--- config.mk ---
export PLATFORM = sky130hd
export DESIGN_NAME = controle_barramento
export DESIGN_NICKNAME = d
export VERILOG_FILES = /design/src/rtl/controle_barramento.sv
export SDC_FILE = /design/constraint.sdc
export NUM_CORES = 1
export LEC_CHECK = 0
export BUFFER_PORTS_ARGS = -buffer_cell sky130_fd_sc_hd__buf_2
export CORE_ASPECT_RATIO = 1.5
export CORE_UTILIZATION = 53
export DETAILED_ROUTE_END_ITERATION = 7
export MAX_ROUTING_LAYER = met4
export PLACE_DENSITY_LB_ADDON = 0.05
export SLEW_MARGIN = 5
export SYNTH_ARGS = -nofsm -noshare
export SYNTH_HDL_FRONTEND = slang
export SYNTH_SLANG_ARGS = --single-unit
export TNS_END_PERCENT = 1
--- constraint.sdc ---
create_clock -name clock -period 2.2 [get_ports clock]
set_input_delay 0 -clock clock [delete_from_list [all_inputs] [get_ports clock]]
set_output_delay 0 -clock clock [all_outputs]
set_load 0.01 [all_outputs]
--- src/rtl/controle_barramento.sv ---
// Shared-bus sequencer: turns one instruction at a time into register-bank, temp, ALU, G and
// immediate controls. A one-entry command buffer lets back-to-back instructions run gap-free.
module controle_barramento #(
    parameter int unsigned Tamanho_Da_Palavra = 16,
    parameter int unsigned Bits_Endereco      = 3
) (
    input  logic                          clock,
    input  logic                          reset,
    input  logic                          start,
    output logic                          ready,
    input  logic [2:0]                    opcode,
    input  logic [Bits_Endereco-1:0]      rx,
    input  logic [Bits_Endereco-1:0]      ry,
    input  logic [Tamanho_Da_Palavra-1:0] dado_imediato,
    output logic [Bits_Endereco-1:0]      rb_addr,
    output logic                          rb_oe,
    output logic                          rb_we,
    output logic                          temp_io,
    output logic [1:0]                    ula_op,
    output logic                          g_en,
    output logic                          g_oe,
    output logic                          imm_oe,
    output logic [Tamanho_Da_Palavra-1:0] imediato,
    output logic                          done,
    output logic                          erro
);

    typedef enum logic [2:0] {
        StIdle, StXLoad, StYUla, StWb, StMvLoad, StMvWb, StImm, StNop
    } estado_t;

    estado_t r_estado;
    estado_t w_proximo;

    logic                          r_pend_v;
    logic [2:0]                    r_pend_op;
    logic [Bits_Endereco-1:0]      r_pend_rx;
    logic [Bits_Endereco-1:0]      r_pend_ry;
    logic [Tamanho_Da_Palavra-1:0] r_pend_imm;

    logic [2:0]                    r_cur_op;
    logic [Bits_Endereco-1:0]      r_cur_rx;
    logic [Bits_Endereco-1:0]      r_cur_ry;
    logic [Tamanho_Da_Palavra-1:0] r_cur_imm;

    logic       w_final;
    logic       w_push;
    logic       w_pop;
    logic [2:0] w_op_menos_um;

    function automatic estado_t primeiro_estado(input logic [2:0] op);
        case (op)
            3'b000:                         primeiro_estado = StMvLoad;
            3'b001, 3'b010, 3'b011, 3'b100: primeiro_estado = StXLoad;
            3'b101:                         primeiro_estado = StImm;
            default:                        primeiro_estado = StNop;
        endcase
    endfunction

    // IDLE and the final states are the only points where the next command may be popped.
    assign w_final = (r_estado == StIdle) || (r_estado == StWb) || (r_estado == StMvWb) ||
                     (r_estado == StImm)  || (r_estado == StNop);
    assign w_push        = start && !r_pend_v;
    assign w_pop         = w_final && r_pend_v;
    assign ready         = !r_pend_v;
    assign w_op_menos_um = r_cur_op - 3'd1;

    always_ff @(posedge clock) begin
        if (reset) begin
            r_estado <= StIdle;
        end else begin
            r_estado <= w_proximo;
        end
    end

    always_ff @(posedge clock) begin
        if (reset) begin
            r_pend_v   <= 1'b0;
            r_pend_op  <= '0;
            r_pend_rx  <= '0;
            r_pend_ry  <= '0;
            r_pend_imm <= '0;
            r_cur_op   <= '0;
            r_cur_rx   <= '0;
            r_cur_ry   <= '0;
            r_cur_imm  <= '0;
        end else begin
            if (w_push) begin
                r_pend_v   <= 1'b1;
                r_pend_op  <= opcode;
                r_pend_rx  <= rx;
                r_pend_ry  <= ry;
                r_pend_imm <= dado_imediato;
            end else if (w_pop) begin
                r_pend_v <= 1'b0;
            end
            if (w_pop) begin
                r_cur_op  <= r_pend_op;
                r_cur_rx  <= r_pend_rx;
                r_cur_ry  <= r_pend_ry;
                r_cur_imm <= r_pend_imm;
            end
        end
    end

    always_comb begin
        w_proximo = StIdle;
        case (r_estado)
            StXLoad:  w_proximo = StYUla;
            StYUla:   w_proximo = StWb;
            StMvLoad: w_proximo = StMvWb;
            default:  w_proximo = r_pend_v ? primeiro_estado(r_pend_op) : StIdle;
        endcase
    end

    always_comb begin
        rb_addr  = '0;
        rb_oe    = 1'b0;
        rb_we    = 1'b0;
        temp_io  = 1'b1;
        ula_op   = 2'b00;
        g_en     = 1'b0;
        g_oe     = 1'b0;
        imm_oe   = 1'b0;
        imediato = '0;
        done     = 1'b0;
        erro     = 1'b0;
        case (r_estado)
            StXLoad: begin
                rb_addr = r_cur_rx;
                rb_oe   = 1'b1;
            end
            StYUla: begin
                rb_addr = r_cur_ry;
                rb_oe   = 1'b1;
                g_en    = 1'b1;
                ula_op  = w_op_menos_um[1:0];
            end
            StWb: begin
                g_oe    = 1'b1;
                rb_addr = r_cur_rx;
                rb_we   = 1'b1;
                done    = 1'b1;
            end
            StMvLoad: begin
                rb_addr = r_cur_ry;
                rb_oe   = 1'b1;
            end
            StMvWb: begin
                temp_io = 1'b0;
                rb_addr = r_cur_rx;
                rb_we   = 1'b1;
                done    = 1'b1;
            end
            StImm: begin
                imm_oe   = 1'b1;
                imediato = r_cur_imm;
                rb_addr  = r_cur_rx;
                rb_we    = 1'b1;
                done     = 1'b1;
            end
            StNop: begin
                done = 1'b1;
                erro = 1'b1;
            end
            default: ;
        endcase
    end

endmodule
==> impl_metrics.tcl, run 1 <==
set metrics [dict create \
    p_leak_nw 1.32 \
    synth.cell_area_mm2 0.00248 \
    nets 391 \
    numPortBuffers 57 \
    synth-seq-area-share_pct 42.7 \
    viasPerCell 5.03 \
    syn_nets 317 \
    maxSlewHeadroom_pct 62.0 \
    total_power_mw 2.18 \
    drv_cap 0 \
    cp-start-kind "flop" \
    first_iter_violations 78 \
    fillCellCount 376 \
    synth.distinct_cells 32 \
    status "finished with violations" \
    syn_area_per_cell_um2 8.63 \
    grt_pass1_wl_mm 8.29 \
    skew_ns 0.00997 \
    core_mm2 0.00450 \
    violations "DRC" \
    die_y_um 85.9 \
    crit_start "r_estado[1]" \
    cts.path.max_buffers 2 \
    post-route-period-util_pct 85.9 \
    tns_ns 0 \
    grt_max_degree 42 \
    dieArea_mm2 0.00497 \
    clock_latency_ns 0.30 \
    gr-usage-met3_pct 3.77 \
    fp.dieW_um 57.9 \
    postCtsResizedCells 0 \
    layout_common_cells "buf_2 (57), dfxtp_1 (53), nand2_1 (52)" \
    worstHoldPathType "input pin to flop" \
    diodes 0 \
    finalSetupViolCount 0 \
    antenna_found_initial 0 \
    io_pins 58 \
    gp_congestion 0.787 \
    finalHoldViolCount 0 \
    top_usage_layer "met2" \
    h-tree-depth 2 \
    critPathCaptureType "flop" \
    cts_tree "done" \
    grt_use_total_pct 22.0 \
    worstPathCellList "inv_1 -> fa_1 -> o21a_1 -> buf_12 -> mux2i_1" \
    rr_startpoint "r_estado[1]" \
    hold_path_startpoint "reset" \
    rsz0062_at_grt "no" \
    path_max_fanout 25 \
    slew_viol_final 0 \
    synthCells 288 \
    post_drt_wl_per_cell_um 12.2 \
    crit_arrival_ns 2.12 \
    overflow 0 \
    drtPass1Iterations 6 \
    initial_core_util_pct 55.2 \
    rows 30 \
    path_class "flop to flop" \
    min_period_ns 1.89 \
    cp.required_ns 2.44 \
    area_growth_pct 25.5 \
    use_met2_pct 38.2 \
    cts_buffers 5 \
    cts-root-buf "clkbuf_8" \
    ctsHoldBuffers 26 \
    grt_pass1_vias 1872 \
    vdd_ir_drop_max_uv 579 \
    clk_pin_slew_ns 0.09 \
    ant_nets 0 \
    num_vias 2066 \
    p_per_area_mw_per_mm2 700 \
    yosysWarnings 0 \
    met1_usage_pct 25.6 \
    drc_errors 6 \
    drive_gt1_share_pct 20.7 \
    fmax_mhz 529 \
    yosys_register_bits 53 \
    final_common_cell "buf_2" \
    hpwl_mm 3.11 \
    max_slew.worst_pin.slew_ns 0.568 \
    drt_wl_total_mm 5.00 \
    cp_slowest_cell "fa_1" \
    postCtsSetupRepairBufs 0 \
    cpPeakStageDelay_ns 0.53 \
    cts.sinks 53 \
]
power breakdown:
group	total (mW)	internal (mW)	switching (mW)
clock network	0.539	0.225	0.314
registers	1.08	1.03	0.0525
logic	0.558	0.261	0.297
flip-flops by register name, indices dropped and copies added, names as in the netlist, 3 cells and up:
register    cells
r_estado        3
r_pend_ry       3
r_cur_ry        3
r_pend_op       3
r_cur_imm      16
r_pend_imm     16
r_pend_rx       3
r_cur_rx        3
metal layers:
layer,up-vias,routed length [um]
li1,1080,-
met1,947,2180
met2,37,2650
met3,2,142
met4,0,25
met5,-,0
cell usage after synthesis:
library cell,number,area [um^2]
fa_1,1,20.0
and2_2,1,7.51
nand3_1,5,25.0
nor2_1,5,18.8
o211a_1,1,10.0
a211oi_1,1,7.51
o311ai_0,1,8.76
o21ai_0,6,30.0
clkbuf_1,6,22.5
o21bai_1,1,7.51
inv_1,6,22.5
and2_1,16,100
buf_12,2,40.0
buf_2,12,60.1
dfxtp_1,53,1060
a21oi_1,27,135
a221oi_1,1,8.76
nand2b_1,49,307
nor4b_1,1,8.76
o211ai_1,1,7.51
a22oi_1,3,22.5
xor2_1,3,26.3
and3_4,1,11.3
nor2b_1,1,6.26
mux2i_1,24,240
nor3_4,1,16.3
xnor2_1,1,8.76
nand2_1,52,195
nor3_1,2,10.0
buf_6,2,22.5
nor3_2,1,10.0
o21a_1,1,7.51
kinds of logic after synthesis:
kind of cell               Yosys count  synth area share (%)
and+or+nand+nor                    135                  28.8
muxes                               24                  9.67
buffers and inverters               28                  6.75
AOI/OAI and AO/OA                   43                  9.87
DFF                                 53                  42.7
adders and majority gates            1                 0.806
xor gates and xnor gates             4                  1.41
layout make-up:
type | count | area, um^2 | share of cell area, %
inverters | 6 | 22.5 | 0.722
repair buffers | 89 | 628 | 20.1
well taps | 48 | 60.1 | 1.93
flip-flops and latches | 53 | 1060 | 34.0
multi-input cells | 207 | 1260 | 40.4
clock inverters | 2 | 15.0 | 0.482
clock buffers | 6 | 72.6 | 2.33
through the flow:
step	hold slack, ns	setup WS [ns]	std cells	utilization, %	cell area, um^2
2_1_floorplan	0.136	0.479	288	-	2480
4_1_cts	0.172	0.288	411	69.2	3120
3_3_place_gp	0.241	0.378	377	61.5	2770
6_report	0.187	0.311	411	69.2	3120
5_1_grt	0.227	0.109	411	69.2	3120
3_5_place_dp	0.245	0.305	377	61.5	2770
final timing paths:
| kind | slack [ns] | end | cells after the start |
|---|---|---|---|
| max | 0.31 | r_cur_imm[2] | 5 |
| min | 0.19 | r_pend_imm[9] | 2 |
| max reg2reg | 0.31 | r_cur_imm[2] | 5 |
| min reg2reg | 0.46 | r_pend_ry[2] | 2 |
worst max-delay path: cells and delay by family, from the launching register on:
| kind | cells | cell delay (ns) |
|---|---|---|
| adders and majority gates | 1 | 0.53 |
| DFF | 1 | 0.49 |
| buffers and inverters | 2 | 0.41 |
| muxes | 1 | 0.21 |
| AOI/OAI and AO/OA | 1 | 0.16 |
No activity file was read; power rests on OpenSTA's default activity.
==> run 2, diff against run 1 <==
--- a/config.mk
+++ b/config.mk
@@ -11,6 +11,7 @@
 export DETAILED_ROUTE_END_ITERATION = 7
 export MAX_ROUTING_LAYER = met4
 export PLACE_DENSITY_LB_ADDON = 0.05
+export RECOVER_POWER = 50
 export SLEW_MARGIN = 5
 export SYNTH_ARGS = -nofsm -noshare
 export SYNTH_HDL_FRONTEND = slang
==> run 2 against run 1 <==
  * The run still ends with DRC left
  * Count of clock-buffer cells in the layout did not move
  * First-iteration DRC count up 3.8%
  * Clock skew is essentially flat
  * Non-clock buffer count stayed put
  * Critical path depth down 1
  * Global-route usage unchanged
  * Combinational power is 2% lower
  * Critical path type unchanged
  * Largest power group unchanged
==> impl_metrics.tcl, run 2 (synthesized netlist as in run 1, its figures left out) <==
set metrics [dict create \
    status "finished with violations" \
    violations "DRC" \
    clk_pin_slew_ns 0.09 \
    switching_power_mw 0.665 \
    tns_ns 0 \
    path_class "flop to flop" \
    num_vias 2056 \
    drt_wl_total_mm 5.01 \
    drtPass1Iterations 7 \
    vdd_ir_drop_max_uv 576 \
    cts.path.max_buffers 2 \
    gp_congestion 0.787 \
    clock_latency_ns 0.30 \
    max_slew.worst_pin.slew_ns 0.792 \
    p_leak_nw 1.27 \
    cts.sinks 53 \
    pre_cts_slack_ns 0.305 \
    core_mm2 0.00450 \
    diodes 0 \
    swShare_pct 30.6 \
    rows 30 \
    finalSetupViolCount 0 \
    numPortBuffers 57 \
    critPathBufInv 1 \
    nets 391 \
    dieArea_mm2 0.00497 \
    sequentialPowerShare_pct 49.9 \
    cts_tree "done" \
    path_max_fanout 16 \
    drc_errors 6 \
    area_growth_pct 24.5 \
    ant_nets 0 \
    worstHoldPathType "input pin to flop" \
    drive_gt1_share_pct 16.8 \
    post-route-period-util_pct 88.6 \
    cts_buffers 5 \
    slew_viol_final 0 \
    overflow 0 \
    power.internal_mw 1.51 \
    viasPerCell 5.00 \
    rsz0062_at_grt "no" \
    crit_arrival_ns 2.17 \
    maxSlewHeadroom_pct 47.2 \
    largest_registers "r_cur_imm: 16 flops, r_pend_imm: 16 flops" \
    io_pins 58 \
    p_comb_share_pct 25.2 \
    worstPathCellList "nand2b_1 -> clkbuf_1 -> nand2_1 -> a21oi_1" \
    finalHoldViolCount 0 \
    skew_ns 0.0103 \
    cp.required_ns 2.42 \
    cpPeakStageDelay_ns 0.65 \
    cp_slowest_cell "clkbuf_1" \
    critPathCaptureType "flop" \
    cp-start-kind "flop" \
    min_period_ns 1.95 \
    h-tree-depth 2 \
    post_drt_wl_per_cell_um 12.2 \
    ctsHoldBuffers 26 \
    clockPowerShare_pct 24.8 \
    grt_use_total_pct 22.0 \
    postCtsResizedCells 0 \
    initial_core_util_pct 55.2 \
    grt_pass1_wl_mm 8.29 \
    antenna_found_initial 0 \
    layout_common_cells "dfxtp_1 (53), nand2_1 (52), nand2b_1 (49)" \
    postCtsSetupRepairBufs 0 \
    fillCellCount 385 \
    hpwl_mm 3.11 \
    fp.dieW_um 57.9 \
    grt_max_degree 42 \
    layout_setup_ws_ns 0.251 \
    cts-root-buf "clkbuf_8" \
    cp_top_family "buffers and inverters" \
    die_y_um 85.9 \
    final_common_cell "dfxtp_1" \
    grt_pass1_vias 1872 \
    p_per_area_mw_per_mm2 702 \
    first_iter_violations 81 \
    fmax_mhz 513 \
    drv_cap 0 \
]
==> run 2: changes by cell type in the layout (fill, tap and decap cells not counted) <==
cell / before / now
and3_4: 1 / 0
buf_4: 3 / 2
buf_2: 57 / 45
and3_1: 0 / 1
clkbuf_1: 1 / 14
==> run 2: per-stage QoR <==
step,area (um^2),power (mW),instances,hold WS [ns],util (%)
2_1_floorplan,2480,1.53,288,0.136,-
3_3_place_gp,2770,1.63,377,0.241,61.5
5_1_grt,3090,2.30,411,0.227,68.7
3_5_place_dp,2770,1.63,377,0.245,61.5
4_1_cts,3120,2.21,411,0.172,69.2
6_report,3090,2.17,411,0.187,68.7
==> run 2: worst paths after layout <==
| kind | start | endpoint | slack [ns] | cells after the start |
|---|---|---|---|---|
| max reg2reg | r_pend_v | r_pend_imm[11] | 0.25 | 4 |
| min | reset | r_pend_imm[9] | 0.19 | 2 |
| min reg2reg | r_pend_imm[0] | r_pend_imm[0] | 0.46 | 2 |
| max | r_pend_v | r_pend_imm[11] | 0.25 | 4 |
==> run 2: worst reg2reg max path, delay by kind of cell, from the launching register on <==
kind / cells / cell delay [ns]
flops: 1 / 0.52
buf+inv: 1 / 0.65
simple gates: 2 / 0.51
compound gates: 1 / 0.19
==> run 2: power groups by stage <==
| stage | sequential [mW] | clock [mW] | combinational [mW] |
|---|---|---|---|
| 6_report | 1.08 | 0.540 | 0.548 |
| 5_1_grt | 1.10 | 0.597 | 0.605 |
| 4_1_cts | 1.08 | 0.562 | 0.564 |
| 3_5_place_dp | 1.11 | 0 | 0.528 |
| 3_3_place_gp | 1.10 | 0 | 0.522 |
| 2_1_floorplan | 1.09 | 0 | 0.445 |
==> run 2: metal layers <==
metal,share of wire [%],global-route usage [%],wire (um),up-vias
met4,0.50,6.06,25,0
met2,53,38.2,2670,36
met5,0,-,0,-
li1,-,-,-,1080
met3,3.1,3.77,154,2
met1,43,25.6,2160,938
==> run 2: layout make-up <==
class                   count  area [um^2]  share of cell area (%)
clock inverters             2         15.0                   0.485
well taps                  48         60.1                    1.94
multi-input cells         207         1250                    40.5
inverters                   6         22.5                   0.728
repair buffers             89          609                    19.7
flip-flops and latches     53         1060                    34.3
clock buffers               6         72.6                    2.35
==> run 3, diff against run 2 <==
--- a/config.mk
+++ b/config.mk
@@ -10,7 +10,7 @@
 export CORE_UTILIZATION = 53
 export DETAILED_ROUTE_END_ITERATION = 7
 export MAX_ROUTING_LAYER = met4
-export PLACE_DENSITY_LB_ADDON = 0.05
+export PLACE_DENSITY = 0.85
 export RECOVER_POWER = 50
 export SLEW_MARGIN = 5
 export SYNTH_ARGS = -nofsm -noshare
==> run 3 against run 2 <==
  * The flow still finishes with violations (DRC)
  * Critical path depth is the same
  * Sequential share of layout area shrank 0.37 points
  * Clock skew grew 0.0019 ns
  * Combinational power is essentially flat
==> impl_metrics.tcl, run 3 (synthesized netlist as in run 1, its figures left out) <==
set metrics [dict create \
    rr_startpoint "r_pend_v" \
    clock_latency_ns 0.32 \
    cts.sinks 53 \
    finalHoldViolCount 0 \
    h-tree-depth 2 \
    postCtsResizedCells 0 \
    p_per_area_mw_per_mm2 776 \
    status "finished with violations" \
    drtPass1Iterations 6 \
    io_pins 58 \
    drv_cap 0 \
    cts-root-buf "clkbuf_8" \
    num_vias 2102 \
    fmax_mhz 530 \
    vdd_ir_drop_max_uv 551 \
    ant_nets 0 \
    r2r_setup_slack_ns 0.31 \
    grt_pass1_wl_mm 9.00 \
    slew_viol_final 0 \
    reg2reg_to "r_pend_imm[10]" \
    rows 30 \
    max_slew.worst_pin.slew_ns 1.03 \
    final_common_cell "dfxtp_1" \
    fp.dieW_um 57.9 \
    skew_ns 0.0122 \
    path_class "flop to flop" \
    overflow 0 \
    grt_max_degree 34 \
    hpwl_mm 3.43 \
    cts_tree "done" \
    post-route-period-util_pct 85.7 \
    die_y_um 85.9 \
    critical_path.endpoint "r_pend_imm[10]" \
    first_iter_violations 76 \
    rsz0062_at_grt "no" \
    grt_pass1_vias 2050 \
    grt_use_total_pct 24.2 \
    core_mm2 0.00450 \
    rr_worst_depth 4 \
    viasPerCell 5.08 \
    dieArea_mm2 0.00497 \
    layout_common_cells "dfxtp_1 (53), nand2_1 (52), nand2b_1 (49)" \
    critPathCaptureType "flop" \
    largest_registers "r_cur_imm: 16 flops, r_pend_imm: 16 flops" \
    path_max_fanout 21 \
    gp_congestion 0.807 \
    clk_pin_slew_ns 0.10 \
    area_growth_pct 25.9 \
    cts.path.max_buffers 2 \
    nets 394 \
    violations "DRC" \
    min_period_ns 1.89 \
    cp.required_ns 2.45 \
    p_leak_nw 1.31 \
    numPortBuffers 57 \
    whs_ns 0.135 \
    cp-start-kind "flop" \
    drt_wl_total_mm 5.41 \
    initial_core_util_pct 55.2 \
    crit_start "r_pend_v" \
    finalSetupViolCount 0 \
    maxSlewHeadroom_pct 31.4 \
    crit_arrival_ns 2.13 \
    cts_buffers 5 \
    drc_errors 7 \
    drive_gt1_share_pct 18.0 \
    antenna_found_initial 0 \
    tns_ns 0 \
    worstHoldPathType "input pin to flop" \
    fillCellCount 351 \
    diodes 0 \
    post_drt_wl_per_cell_um 13.1 \
]
## run 3: changes by cell type in the layout (fill, tap and decap cells not counted)
cell,before,now
buf_12,3,0
bufinv_16,0,2
buf_2,45,47
inv_6,0,1
buf_4,2,7
clkinvlp_4,2,0
clkbuf_1,14,12
## run 3: through the flow
| stage | worst slack (ns) | utilization, % | area, um^2 | power [mW] | instances |
|---|---|---|---|---|---|
| floorplan | 0.479 | - | 2480 | 1.53 | 288 |
| global placement | 0.597 | 61.2 | 2760 | 1.61 | 380 |
| detailed placement | 0.510 | 61.2 | 2760 | 1.63 | 380 |
| CTS | 0.489 | 70.0 | 3150 | 2.45 | 414 |
| global route | 0.209 | 69.4 | 3130 | 2.54 | 414 |
| finish | 0.315 | 69.4 | 3130 | 2.43 | 414 |
## run 3: critical path: stages (launching register included)
cell and delay, ns:
dfxtp_1 0.41, nor2b_2 0.23, clkbuf_1 0.79, nand2_1 0.18, a21oi_1 0.20
## run 3: layout make-up
| type | instances | area (um^2) | area share [%] |
|---|---|---|---|
| clock buffers | 5 | 68.8 | 2.20 |
| clock inverters | 3 | 68.8 | 2.20 |
| inverters | 6 | 22.5 | 0.720 |
| multi-input cells | 207 | 1250 | 40.1 |
| flip-flops and latches | 53 | 1060 | 33.9 |
| well taps | 48 | 60.1 | 1.92 |
| repair buffers | 92 | 593 | 19.0 |
## run 3: what timing repair did
action,4_1_cts,5_1_grt
setup buffers,0,0
hold buffers,26,0
endpoints found under the hold margin,26,0
setup endpoints to repair,0,0
## run 3: how the worst min path moves through the flow
stage	start	end	slack, ns	cells past startpoint
3_3_place_gp	dado_imediato[10]	r_pend_imm[10]	0.24	3
3_5_place_dp	opcode[0]	r_pend_op[0]	0.25	3
2_1_floorplan	dado_imediato[0]	r_pend_imm[0]	0.14	2
6_report	reset	r_pend_imm[8]	0.13	2
5_1_grt	reset	r_pend_imm[8]	0.18	2
4_1_cts	reset	r_pend_imm[8]	0.14	2
## run 3: metal layers
| layer | track usage, % | vias to the layer above | wire length (um) | share of wire [%] |
|---|---|---|---|---|
| met2 | 42.2 | 49 | 2940 | 54 |
| met4 | 9.96 | 0 | 93 | 1.7 |
| met1 | 26.7 | 963 | 2210 | 41 |
| met5 | - | - | 0 | 0 |
| li1 | - | 1082 | - | - |
| met3 | 4.07 | 8 | 162 | 3.0 |
## run 3: report_power, final
| part | switching, mW | leakage, nW | internal [mW] |
|---|---|---|---|
| clock network | 0.339 | 0.0687 | 0.458 |
| logic | 0.312 | 0.805 | 0.239 |
| registers | 0.0466 | 0.432 | 1.03 |
